### src/rtl/pit_pkg.sv
// Shared encodings for the 8253 read-back path: RL field codes, the control
// address, and bit positions of the control-word fields.
package pit_pkg;

  typedef enum logic [1:0] {
    RL_LATCH = 2'b00,
    RL_LSB   = 2'b01,
    RL_MSB   = 2'b10,
    RL_BOTH  = 2'b11
  } rl_e;

  localparam logic [1:0] ADR_CTRL    = 2'd3;
  localparam logic [1:0] SC_READBACK = 2'b11;

  localparam int CW_SC_HI      = 7;
  localparam int CW_SC_LO      = 6;
  localparam int CW_RL_HI      = 5;
  localparam int CW_RL_LO      = 4;
  localparam int CW_RB_COUNT_N = 5;
  localparam int CW_RB_SEL_LO  = 1;

endpackage

### src/rtl/pit_rd_chan.sv
// Per-counter read state: access mode, byte pointer, and the count latch.
// Presents the byte a read would return this cycle on rd_byte.
module pit_rd_chan
  import pit_pkg::*;
(
  input  logic        clk,
  input  logic        rst,
  input  logic        ctrl_set,
  input  rl_e         ctrl_rl,
  input  logic        latch_req,
  input  logic        rd_req,
  input  logic [15:0] cnt,
  output logic [7:0]  rd_byte
);

  rl_e         rl_q, rl_d;
  logic        ptr_q, ptr_d;
  logic        latched_q, latched_d;
  logic [15:0] lat_q, lat_d;
  logic [15:0] src;

  always_comb begin
    src     = latched_q ? lat_q : cnt;
    rd_byte = src[7:0];
    case (rl_q)
      RL_MSB:  rd_byte = src[15:8];
      RL_BOTH: rd_byte = ptr_q ? src[15:8] : src[7:0];
      default: rd_byte = src[7:0];
    endcase
  end

  always_comb begin
    rl_d      = rl_q;
    ptr_d     = ptr_q;
    latched_d = latched_q;
    lat_d     = lat_q;
    if (ctrl_set) begin
      rl_d      = ctrl_rl;
      latched_d = 1'b0;
      ptr_d     = 1'b0;
    end else if (latch_req && !latched_q) begin
      // A second latch before the first is read keeps the original value.
      lat_d     = cnt;
      latched_d = 1'b1;
    end else if (rd_req) begin
      case (rl_q)
        RL_BOTH: begin
          if (ptr_q) begin
            ptr_d     = 1'b0;
            latched_d = 1'b0;
          end else begin
            ptr_d = 1'b1;
          end
        end
        default: latched_d = 1'b0;
      endcase
    end
  end

  always_ff @(posedge clk) begin
    if (rst) begin
      rl_q      <= RL_BOTH;
      ptr_q     <= 1'b0;
      latched_q <= 1'b0;
      lat_q     <= '0;
    end else begin
      rl_q      <= rl_d;
      ptr_q     <= ptr_d;
      latched_q <= latched_d;
      lat_q     <= lat_d;
    end
  end

endmodule

### src/rtl/ltd8253_rd.sv
// 8253 counter read path: strobe edge detection, control-word snoop, and
// registered read data. Define PIT_READBACK_EN to accept SC=11 read-back.
module ltd8253_rd
  import pit_pkg::*;
#(
  parameter int NCNT = 3
) (
  input  logic        clk,
  input  logic        rst,
  input  logic [1:0]  adr,
  input  logic [7:0]  din,
  input  logic        wr,
  input  logic        rd,
  input  logic [15:0] cnt0,
  input  logic [15:0] cnt1,
  input  logic [15:0] cnt2,
  output logic [7:0]  dout,
  output logic        dout_oe
);

  logic        wr_q, wr_d;
  logic        rd_q, rd_d;
  logic [7:0]  dout_q, dout_d;
  logic        wr_edge, rd_edge, ctrl_wr, rd_take;
  logic [1:0]  sc;
  rl_e         rl;
  logic [15:0] cnt_a   [3];
  logic [7:0]  rd_byte [NCNT];
  logic [NCNT-1:0] rb_latch;
  logic        unused_din;

  assign cnt_a[0] = cnt0;
  assign cnt_a[1] = cnt1;
  assign cnt_a[2] = cnt2;

  assign wr_d    = wr;
  assign rd_d    = rd;
  assign wr_edge = wr & ~wr_q;
  assign rd_edge = rd & ~rd_q;
  assign ctrl_wr = wr_edge && (adr == ADR_CTRL);
  // A write edge wins over a coincident read edge.
  assign rd_take = rd_edge && !wr_edge;
  assign sc      = din[CW_SC_HI:CW_SC_LO];
  assign rl      = rl_e'(din[CW_RL_HI:CW_RL_LO]);
  assign unused_din = ^din[4:0];

  for (genvar i = 0; i < NCNT; i++) begin : g_chan
`ifdef PIT_READBACK_EN
    assign rb_latch[i] = (sc == SC_READBACK) && !din[CW_RB_COUNT_N] &&
                         din[CW_RB_SEL_LO+i];
`else
    assign rb_latch[i] = 1'b0;
`endif

    pit_rd_chan u_chan (
      .clk       (clk),
      .rst       (rst),
      .ctrl_set  (ctrl_wr && (sc == 2'(i)) && (rl != RL_LATCH)),
      .ctrl_rl   (rl),
      .latch_req (ctrl_wr && (((sc == 2'(i)) && (rl == RL_LATCH)) || rb_latch[i])),
      .rd_req    (rd_take && (adr == 2'(i))),
      .cnt       (cnt_a[i]),
      .rd_byte   (rd_byte[i])
    );
  end

  always_comb begin
    dout_d = dout_q;
    if (rd_take) begin
      if (adr == ADR_CTRL) dout_d = 8'hFF;
      else                 dout_d = rd_byte[adr];
    end
  end

  always_ff @(posedge clk) begin
    if (rst) begin
      wr_q   <= 1'b0;
      rd_q   <= 1'b0;
      dout_q <= 8'h00;
    end else begin
      wr_q   <= wr_d;
      rd_q   <= rd_d;
      dout_q <= dout_d;
    end
  end

  assign dout    = dout_q;
  assign dout_oe = rd_q;

endmodule

### config.mk
export PLATFORM = sky130hd
export DESIGN_NAME = ltd8253_rd
export DESIGN_NICKNAME = d
export VERILOG_FILES = /design/src/rtl/pit_pkg.sv /design/src/rtl/pit_rd_chan.sv /design/src/rtl/ltd8253_rd.sv
export SDC_FILE = /design/constraint.sdc
export NUM_CORES = 1
export LEC_CHECK = 0
export CAP_MARGIN = 10
export CORE_MARGIN = 3
export CORE_UTILIZATION = 31
export DETAILED_ROUTE_END_ITERATION = 10
export PLACE_DENSITY = 0.51
export SLEW_MARGIN = 20
export SYNTH_ARGS = -nofsm -noshare
export SYNTH_HDL_FRONTEND = slang
export SYNTH_SLANG_ARGS = --single-unit
### constraint.sdc
create_clock -name clk -period 2.22 [get_ports clk]
set_input_delay 0.444 -clock clk [delete_from_list [all_inputs] [get_ports clk]]
set_output_delay 0.444 -clock clk [all_outputs]
set_load 0.005 [all_outputs]
==> impl_results.md, run 1 <==
* Synth Flop Type: dfxtp_1
* Seq pwr share at 41.8%
* Min Tclk post-route at 1.940 ns
* Combinational share of power at 13.0%
* Synth Area in XOR/XNOR at 0.2540%
* Hold Worst Slack at 0.4554 ns
* Crit path max-delay family: simple AND/OR/NAND/NOR gates
* Post-CTS Setup Inserts at 0
* CTS max path bufs at 2
* EDFF count, synth at 0
* Unrepaired setup endpoints after global routing: no
* Cell variety after synth at 38
* Die Span Y at 111.5 um
* ANT cells at 0
* Post-synthesis adder-cell area fraction at 0%
* Worst-margin pin slew at 0.6484 ns
* Worst EP required at 2.44 ns
* Internal at 2.437 mW
* I/O Pins at 71
* Full die area at 12430 sq um
* Mux share of post-synthesis cell area at 20.39%
* DP Cell Count at 573
* Post-route core utilization at 44.56%
* CP Depth at 6
* Core area at 10560 sq um
* Syn Area/Cell at 9.422 sq um
* P_sw at 0.6735 mW
* Synth Area in Compound Gates at 13.86%
* Post-CTS sizing at 0
* Post-synthesis async set-or-reset flop share at 0%
* Via density at 5.211
* Final #Nets at 510
* Setup-failing EPs final at 0
* CTS tree: done
* Final Hold Vio Count at 0
* Routed wire length at 9358 um
* Final ANT Viol Nets at 0
* Maxcap violations at 0
* Leak pwr at 1.614 nW
* Largest vdd supply drop at 0.0003628 V
* Hold Crit Class: flip-flop to flip-flop
* Final Skew at 0.01093 ns
* Power Dens Cells at 661.2 nW/um^2
* Worst rel slew slack at 56.71%
* GP Congestion at 0.8101
* Post-synthesis simple-gate area fraction at 20.21%
* Row count at 37
* GRT Overall Usage at 15.00%
* Highest clock rate at 0.5154 GHz
* Reg-to-Reg Start: g_chan[1].u_chan.ptr_q
* Worst R2R End: dout[5]
* Critical Path End: dout[7]
* Clock power frac at 45.2%
* Clock Pin Slew Worst Setup and Hold Paths at 0.08 ns
* Syn Nets at 428
* Crit path max fanout at 4
* WP data arrival at 2.16 ns
* Switching Fraction at 21.66%
* Setup TNS at 0 ns
* Post-synthesis cell count at 366
* Cts hold-fix bufs at 0
* YS warnings at 0
* Synthesized area at 3448 sq um
* Status: complete, no violations
* Share of cells above drive strength 1 at 19.21%
* CP cell instances: clkdlybuf4s50_1, nor2b_4, or3_1, or2_2, nor3_1, nor4_1
* R2r worst-path depth at 6
* Area Growth Syn to Fin at 36.39%
* HPWL Detailed at 6977 um
* DR WL/cell at 15.89 um
* Flops & latches, synth at 70
* First-pass detailed-route iteration total at 4
* Critical Path Slowest Stage Cell: clkdlybuf4s50_1
* CP Launch Type: input pin
* CP Class: input pin to flip-flop
* Largest family of logic cells by synthesized area: multiplexers
* Period utilisation layout at 87.40%
* Initial antenna violation count at 0
* Yosys top cell area share at 40.64%
* Vias at 3069
* H-tree levels at 3
* Synth top area cells: dfxtp_1 (41%), mux4_2 (14%), mux2i_1 (6.7%)
* CP bufs+invs at 1
* Flop2flop setup slack at 0.42 ns
* IO buf count at 66
* CP startpoint: wr
* Total chip power at 3.110 mW
* Max Slew Vio Count at 0
* CTS root buf: clkbuf_8
* Area leader, netlist: dfxtp_1
* Iter 0 DRT Violations at 105
* Drt drc at 0
* Global-route wire length before repair at 15120 um
* Finished Layout Cells at 589
* Largest net degree at the start of global routing at 29
* Sink Count at 70
* Die Width at 111.5 um
* Total gr overflow at 0
* Crit end category: flip-flop
* Post-synthesis sequential area ratio at 40.64%
* Vias in the first global route at 3006
* Max incr delay on CP at 0.49 ns
* Initial Util at 32.67%
* Worst-Skew Late Latency at 0.34 ns
* CTS Buf Count at 9
==> power by group through the flow <==
| stage | Combinational, mW | Sequential, mW | Clock, mW |
|---|---|---|---|
| finish | 0.404 | 1.30 | 1.41 |
| CTS | 0.408 | 1.30 | 1.44 |
| detailed placement | 0.407 | 1.33 | 0 |
| floorplan | 0.177 | 1.32 | 0 |
| global placement | 0.403 | 1.33 | 0 |
| global route | 0.438 | 1.30 | 1.50 |
==> through the flow <==
stage | area [sq um] | worst slack, ns
global route | 4703 | 0.2045
global placement | 4423 | -0.04354
finish | 4703 | 0.2798
CTS | 4703 | 0.2746
floorplan | 3448 | 0.3653
detailed placement | 4423 | -0.06069
==> cell usage after synthesis (5+ instances only) <==
cell / number
buf_2: 8
a21oi_1: 39
or3_1: 5
mux4_2: 21
clkbuf_1: 17
or2_2: 5
inv_1: 5
mux2i_1: 23
dfxtp_1: 70
o22ai_1: 8
o21ai_0: 7
nand2_1: 49
nor2_1: 24
nand3_1: 32
a221o_1: 6
nand2b_1: 6
==> cells in the final DEF (no fill, tap or decap), types with 3 or more instances in the layout <==
cell type         n
dfxtp_1          70
clkdlybuf4s50_1  65
nand2_1          49
a21oi_1          39
nand3_1          32
buf_4            32
nor2_1           24
mux2i_1          23
mux4_2           21
clkbuf_8         11
o22ai_1           8
o21ai_0           7
nand2b_1          6
a221o_1           6
or2_2             5
or3_1             5
inv_1             5
bufinv_16         4
nor3b_2           3
nor2_2            3
a211oi_1          3
o211ai_1          3
o41ai_1           3
nor4_1            3
==> how the worst min path moves through the flow <==
| stage | start | endpoint | cells past startpoint |
|---|---|---|---|
| after floorplan | g_chan[1].u_chan.lat_q[0] | g_chan[1].u_chan.lat_q[0] | 2 |
| after global placement | g_chan[2].u_chan.lat_q[13] | g_chan[2].u_chan.lat_q[13] | 2 |
| after detailed placement | g_chan[1].u_chan.lat_q[5] | g_chan[1].u_chan.lat_q[5] | 2 |
| after CTS | g_chan[1].u_chan.lat_q[5] | g_chan[1].u_chan.lat_q[5] | 2 |
| after global routing | g_chan[2].u_chan.lat_q[8] | g_chan[2].u_chan.lat_q[8] | 2 |
| final | g_chan[1].u_chan.lat_q[11] | g_chan[1].u_chan.lat_q[11] | 2 |
==> tightest hold or removal path: cells and delay by family, from the launching register on <==
kind	cells	cell delay, ns
AOI/OAI and AO/OA	1	0.05
DFF	1	0.31
and+or+nand+nor	1	0.05
==> registers in the layout, summed over array words and instances (netlist names) <==
signal                   count
g_chan.u_chan.lat_q         48
dout                         8
g_chan.u_chan.rl_q           6
g_chan.u_chan.latched_q      3
g_chan.u_chan.ptr_q          3
dout_oe                      1
wr_q                         1
==> kinds of logic after synthesis <==
| group | Yosys count |
|---|---|
| xor gates and xnor gates | 1 |
| DFF | 70 |
| buffers and inverters | 34 |
| AOI/OAI and AO/OA | 77 |
| muxes | 44 |
| and+or+nand+nor | 140 |
==> area by class of cell <==
cell class | instances | area, sq um
fill | 1043 | 5852
multi-input combinational | 262 | 1897
sequential | 70 | 1401
timing repair buffer | 100 | 935.9
tap | 136 | 170.2
clock buffer | 11 | 151.4
clock inverter | 5 | 128.9
inverter | 5 | 18.77
==> routing by layer <==
layer,GRT usage (%),vias up,share of wire [%]
li1,-,1493,-
met3,2.500,9,5.4
met1,20.87,1482,47
met4,5.353,0,1.1
met5,0,-,0
met2,23.60,85,47
Note: power is estimated with default switching activity, not from simulation.
==> inputs of run 2 (changes only) <==
CORE_MARGIN = default   (was 3)
==> run 2 against run 1 <==
  * Clock-buffer cell count decreased by 1
  * First-iteration DRC count is 35% higher
  * Via count down 2.3%
  * Power fell by 8.8%
  * Clock skew grew 0.0034 ns
  * Clock power fell by 19%
  * Core utilization decreased by 2.2 points
  * Register-to-register slack about the same
  * Wire length increased by 0.17%
==> impl_results.md, run 2 (synthesis results as in run 1) <==
* Drt drc at 0
* Dpl ws at -0.09848 ns
* Min Tclk post-route at 1.979 ns
* Number of flip-flops in the largest register at 48
* Power Dens Cells at 618.1 nW/um^2
* Final Skew at 0.01429 ns
* Initial Util at 31.81%
* ANT cells at 0
* Vias at 2998
* GP Congestion at 0.7836
* P_sw at 0.6971 mW
* Final worst slack at 0.2413 ns
* I/O Pins at 71
* CTS max path bufs at 2
* Unrepaired setup endpoints after global routing: no
* Period utilisation layout at 89.13%
* Fill count at 1092
* Iter 0 DRT Violations at 142
* Status: complete, no violations
* GRT Overall Usage at 17.40%
* Worst rel slew slack at 57.42%
* CP Class: input pin to flip-flop
* CTS Buf Count at 9
* DR WL/cell at 16.05 um
* Most frequent cells in the layout: dfxtp_1 (70), clkdlybuf4s50_1 (65), nand2_1 (49), a21oi_1 (39), nand3_1 (32)
* Clock Pin Slew Worst Setup and Hold Paths at 0.09 ns
* Via density at 5.134
* CTS root buf: clkbuf_8
* HPWL Detailed at 6716 um
* Crit end category: flip-flop
* Total chip power at 2.835 mW
* WP data arrival at 2.19 ns
* Total gr overflow at 0
* Most common cell after layout, fill and taps aside: dfxtp_1
* Routed wire length at 9374 um
* Setup TNS at 0 ns
* Full die area at 11550 sq um
* Final Hold Vio Count at 0
* Clock power frac at 40.2%
* Combinational share of power at 14.0%
* Seq pwr share at 45.8%
* Internal at 2.138 mW
* IO buf count at 66
* CP Launch Type: input pin
* Vias in the first global route at 3030
* Global-route wire length before repair at 15370 um
* Post-CTS sizing at 0
* Share of cells above drive strength 1 at 17.34%
* Die Span Y at 107.5 um
* CTS tree: done
* Worst EP required at 2.43 ns
* Post-CTS Setup Inserts at 0
* Initial antenna violation count at 0
* Switching Fraction at 24.59%
* Maxcap violations at 0
* Row count at 38
* Cts hold-fix bufs at 0
* Flop2flop setup slack at 0.42 ns
* First-pass detailed-route iteration total at 4
* Hold Crit Class: input pin to flip-flop
* Final Cell Area at 4587 sq um
* Final ANT Viol Nets at 0
* Placed Area at 4373 sq um
* Final #Nets at 501
* Largest vdd supply drop at 0.0002793 V
* Largest net degree at the start of global routing at 63
* Area Growth Syn to Fin at 33.02%
* Die Width at 107.5 um
* Highest clock rate at 0.5054 GHz
* Crit path max fanout at 4
* Core area at 10840 sq um
* Max Slew Vio Count at 0
* Sink Count at 70
* Setup-failing EPs final at 0
* Worst-margin pin slew at 0.6378 ns
* Worst-Skew Late Latency at 0.35 ns
* H-tree levels at 3
* Leak pwr at 1.542 nW
* Largest Register: g_chan.u_chan.lat_q
==> run 2: cell count changes in the layout (fill, tap and decap cells not counted), moves of 2 or more <==
cell	previous run	this run
bufinv_16	4	2
clkinv_2	0	2
buf_4	32	22
clkbuf_8	11	9
==> run 2: final timing paths <==
| check | to | cells after the start | startpoint |
|---|---|---|---|
| max | dout[4] | 6 | wr |
| min | g_chan[0].u_chan.lat_q[6] | 2 | rst |
| max reg2reg | dout[2] | 6 | g_chan[1].u_chan.ptr_q |
| min reg2reg | g_chan[2].u_chan.lat_q[5] | 2 | g_chan[2].u_chan.lat_q[5] |
==> run 2: final cells by class <==
cell class / count / area [sq um] / area share [%]
clock inverters: 6 / 86.33 / 1.882
inverters: 5 / 18.77 / 0.4092
repair buffers: 91 / 880.8 / 19.20
clock buffers: 10 / 127.6 / 2.782
multi-input cells: 262 / 1897 / 41.35
flip-flops and latches: 70 / 1401 / 30.55
well taps: 140 / 175.2 / 3.819
==> run 2: through the flow <==
step / instances / util, % / hold slack (ns)
after floorplan: 366 / - / 0.4331
after global placement: 568 / 40.34 / 0.4390
after detailed placement: 568 / 40.34 / 0.4466
after CTS: 584 / 42.31 / 0.4116
after global routing: 584 / 42.31 / 0.4218
final: 584 / 42.31 / 0.4198
==> run 2: critical path, cell delays in order <==
cell and delay, ns:
clkdlybuf4s50_1 0.48, nor2b_4 0.16, or3_1 0.39, or2_2 0.35, o22ai_1 0.26, nor4_1 0.10
==> run 2: routing by layer <==
layer | vias to the layer above | wire length, um | global-route usage (%) | part of all wire, %
met5 | - | 0 | 0 | 0
met4 | 0 | 97 | 4.892 | 1.0
met3 | 6 | 505 | 4.661 | 5.4
met2 | 71 | 4424 | 28.06 | 47
met1 | 1446 | 4346 | 22.83 | 46
li1 | 1475 | - | - | -
==> run 2: power by group through the flow <==
| stage | sequential [mW] | combinational (mW) | clock (mW) |
|---|---|---|---|
| floorplan | 1.32 | 0.177 | 0 |
| global placement | 1.33 | 0.397 | 0 |
| detailed placement | 1.33 | 0.400 | 0 |
| CTS | 1.30 | 0.402 | 1.17 |
| global route | 1.30 | 0.430 | 1.22 |
| finish | 1.30 | 0.397 | 1.14 |
==> inputs of run 3 (changes only) <==
CTS_BUF_LIST = sky130_fd_sc_hd__clkbuf_8   (was default)
==> run 3 against run 2 <==
  * Cell count did not move
  * Sequential share of layout area is the same
  * Non-clock buffer count unchanged
  * Flip-flop and latch count is the same
  * Power is 0.27% lower
  * Via count is 0.17% lower
  * Clock power is essentially flat
  * Critical endpoint unchanged
  * Largest cell class unchanged
==> impl_results.md, run 3 (synthesis results as in run 1) <==
* Status: complete, no violations
* Full die area at 11550 sq um
* First-pass detailed-route iteration total at 4
* Met2 usage at 28.06%
* IO buf count at 66
* Seq pwr share at 45.9%
* GRT Overall Usage at 17.40%
* Core area at 10840 sq um
* Max Slew Vio Count at 0
* Min Tclk post-route at 1.983 ns
* Clock power frac at 40.0%
* Initial antenna violation count at 0
* Final Skew at 0.01264 ns
* CTS max path bufs at 2
* GRT busiest layer: met2
* Maxcap violations at 0
* Routed wire length at 9379 um
* Clock Pin Slew Worst Setup and Hold Paths at 0.09 ns
* Highest clock rate at 0.5042 GHz
* Unrepaired setup endpoints after global routing: no
* DR WL/cell at 16.06 um
* P_sw at 0.6941 mW
* Worst-margin pin slew at 0.6361 ns
* CTS tree: done
* Via density at 5.125
* Number of flip-flops in the largest register at 48
* Leak pwr at 1.546 nW
* Hold Crit Class: input pin to flip-flop
* Crit path max fanout at 4
* Drt drc at 0
* Worst EP required at 2.43 ns
* FF/Latch Area at 1401 sq um
* Total chip power at 2.827 mW
* Initial Util at 31.81%
* Period utilisation layout at 89.33%
* H-tree levels at 3
* Vias in the first global route at 3030
* Row count at 38
* Die Width at 107.5 um
* Die Span Y at 107.5 um
* Post-CTS sizing at 0
* Final #Nets at 501
* CTS Buf Count at 9
* Crit end category: flip-flop
* Largest vdd supply drop at 0.0002791 V
* Vias at 2993
* Combinational share of power at 14.1%
* Finished Layout Cells at 584
* Global routing usage on met3 at 4.661%
* CP Class: input pin to flip-flop
* Setup-failing EPs final at 0
* Area Growth Syn to Fin at 33.02%
* DP Cell Count at 568
* Hold Worst Slack at 0.4249 ns
* Met1 usage in global routing at 22.83%
* ANT cells at 0
* GP Congestion at 0.7836
* I/O Pins at 71
* Iter 0 DRT Violations at 148
* CP Launch Type: input pin
* Largest net degree at the start of global routing at 63
* Most common cell after layout, fill and taps aside: dfxtp_1
* Worst rel slew slack at 57.54%
* Total gr overflow at 0
* Switching Fraction at 24.55%
* Final Hold Vio Count at 0
* Power Dens Cells at 616.4 nW/um^2
* Final ANT Viol Nets at 0
* Post-CTS Setup Inserts at 0
* CTS root buf: clkbuf_8
* Internal at 2.133 mW
* Global-route wire length before repair at 15370 um
* Largest Register: g_chan.u_chan.lat_q
* Worst-Skew Late Latency at 0.35 ns
* Share of cells above drive strength 1 at 17.34%
* Fill count at 1092
* Post-route core utilization at 42.31%
* Cts hold-fix bufs at 0
* WP data arrival at 2.20 ns
* Most frequent cells in the layout: dfxtp_1 (70), clkdlybuf4s50_1 (65), nand2_1 (49), a21oi_1 (39), nand3_1 (32)
* Multi-input logic area at 1897 sq um
* Sink Count at 70
* HPWL Detailed at 6716 um
==> run 3: layer usage <==
metal	up-vias	wire, um
li1	1476	-
met5	-	0
met4	0	97
met3	6	480
met1	1436	4330
met2	75	4471
==> run 3: critical path, cell delays in order <==
cell             delay [ns]
clkdlybuf4s50_1        0.48
nor2b_4                0.16
or3_1                  0.39
or2_2                  0.35
o22ai_1                0.26
nor4_1                 0.10
==> run 3: layout make-up <==
class | instances | area share [%]
clock buffers | 9 | 2.700
clock inverters | 7 | 1.964
inverters | 5 | 0.4092
multi-input cells | 262 | 41.35
flip-flops and latches | 70 | 30.55
well taps | 140 | 3.819
repair buffers | 91 | 19.20
==> run 3: worst paths after layout <==
| kind | from | end | slack [ns] | cells after the start |
|---|---|---|---|---|
| max | wr | dout[4] | 0.24 | 6 |
| min | rst | g_chan[0].u_chan.lat_q[6] | 0.42 | 2 |
| max reg2reg | g_chan[1].u_chan.ptr_q | dout[2] | 0.42 | 6 |
| min reg2reg | g_chan[2].u_chan.lat_q[5] | g_chan[2].u_chan.lat_q[5] | 0.46 | 2 |
==> run 3: stage by stage <==
stage	TNS (ns)	instance area, sq um	worst slack [ns]
floorplan	0	3448	0.3653
global placement	-0.07664	4373	-0.04600
detailed placement	-0.2134	4373	-0.09848
CTS	0	4587	0.2663
global route	0	4587	0.2315
finish	0	4587	0.2368
==> run 3: power groups by stage <==
stage                     registers (mW)  clock network (mW)  logic (mW)
final                               1.30                1.13       0.397
after global placement              1.33                   0       0.397
after floorplan                     1.32                   0       0.177
after CTS                           1.30                1.16       0.402
after global routing                1.30                1.22       0.430
after detailed placement            1.33                   0       0.400
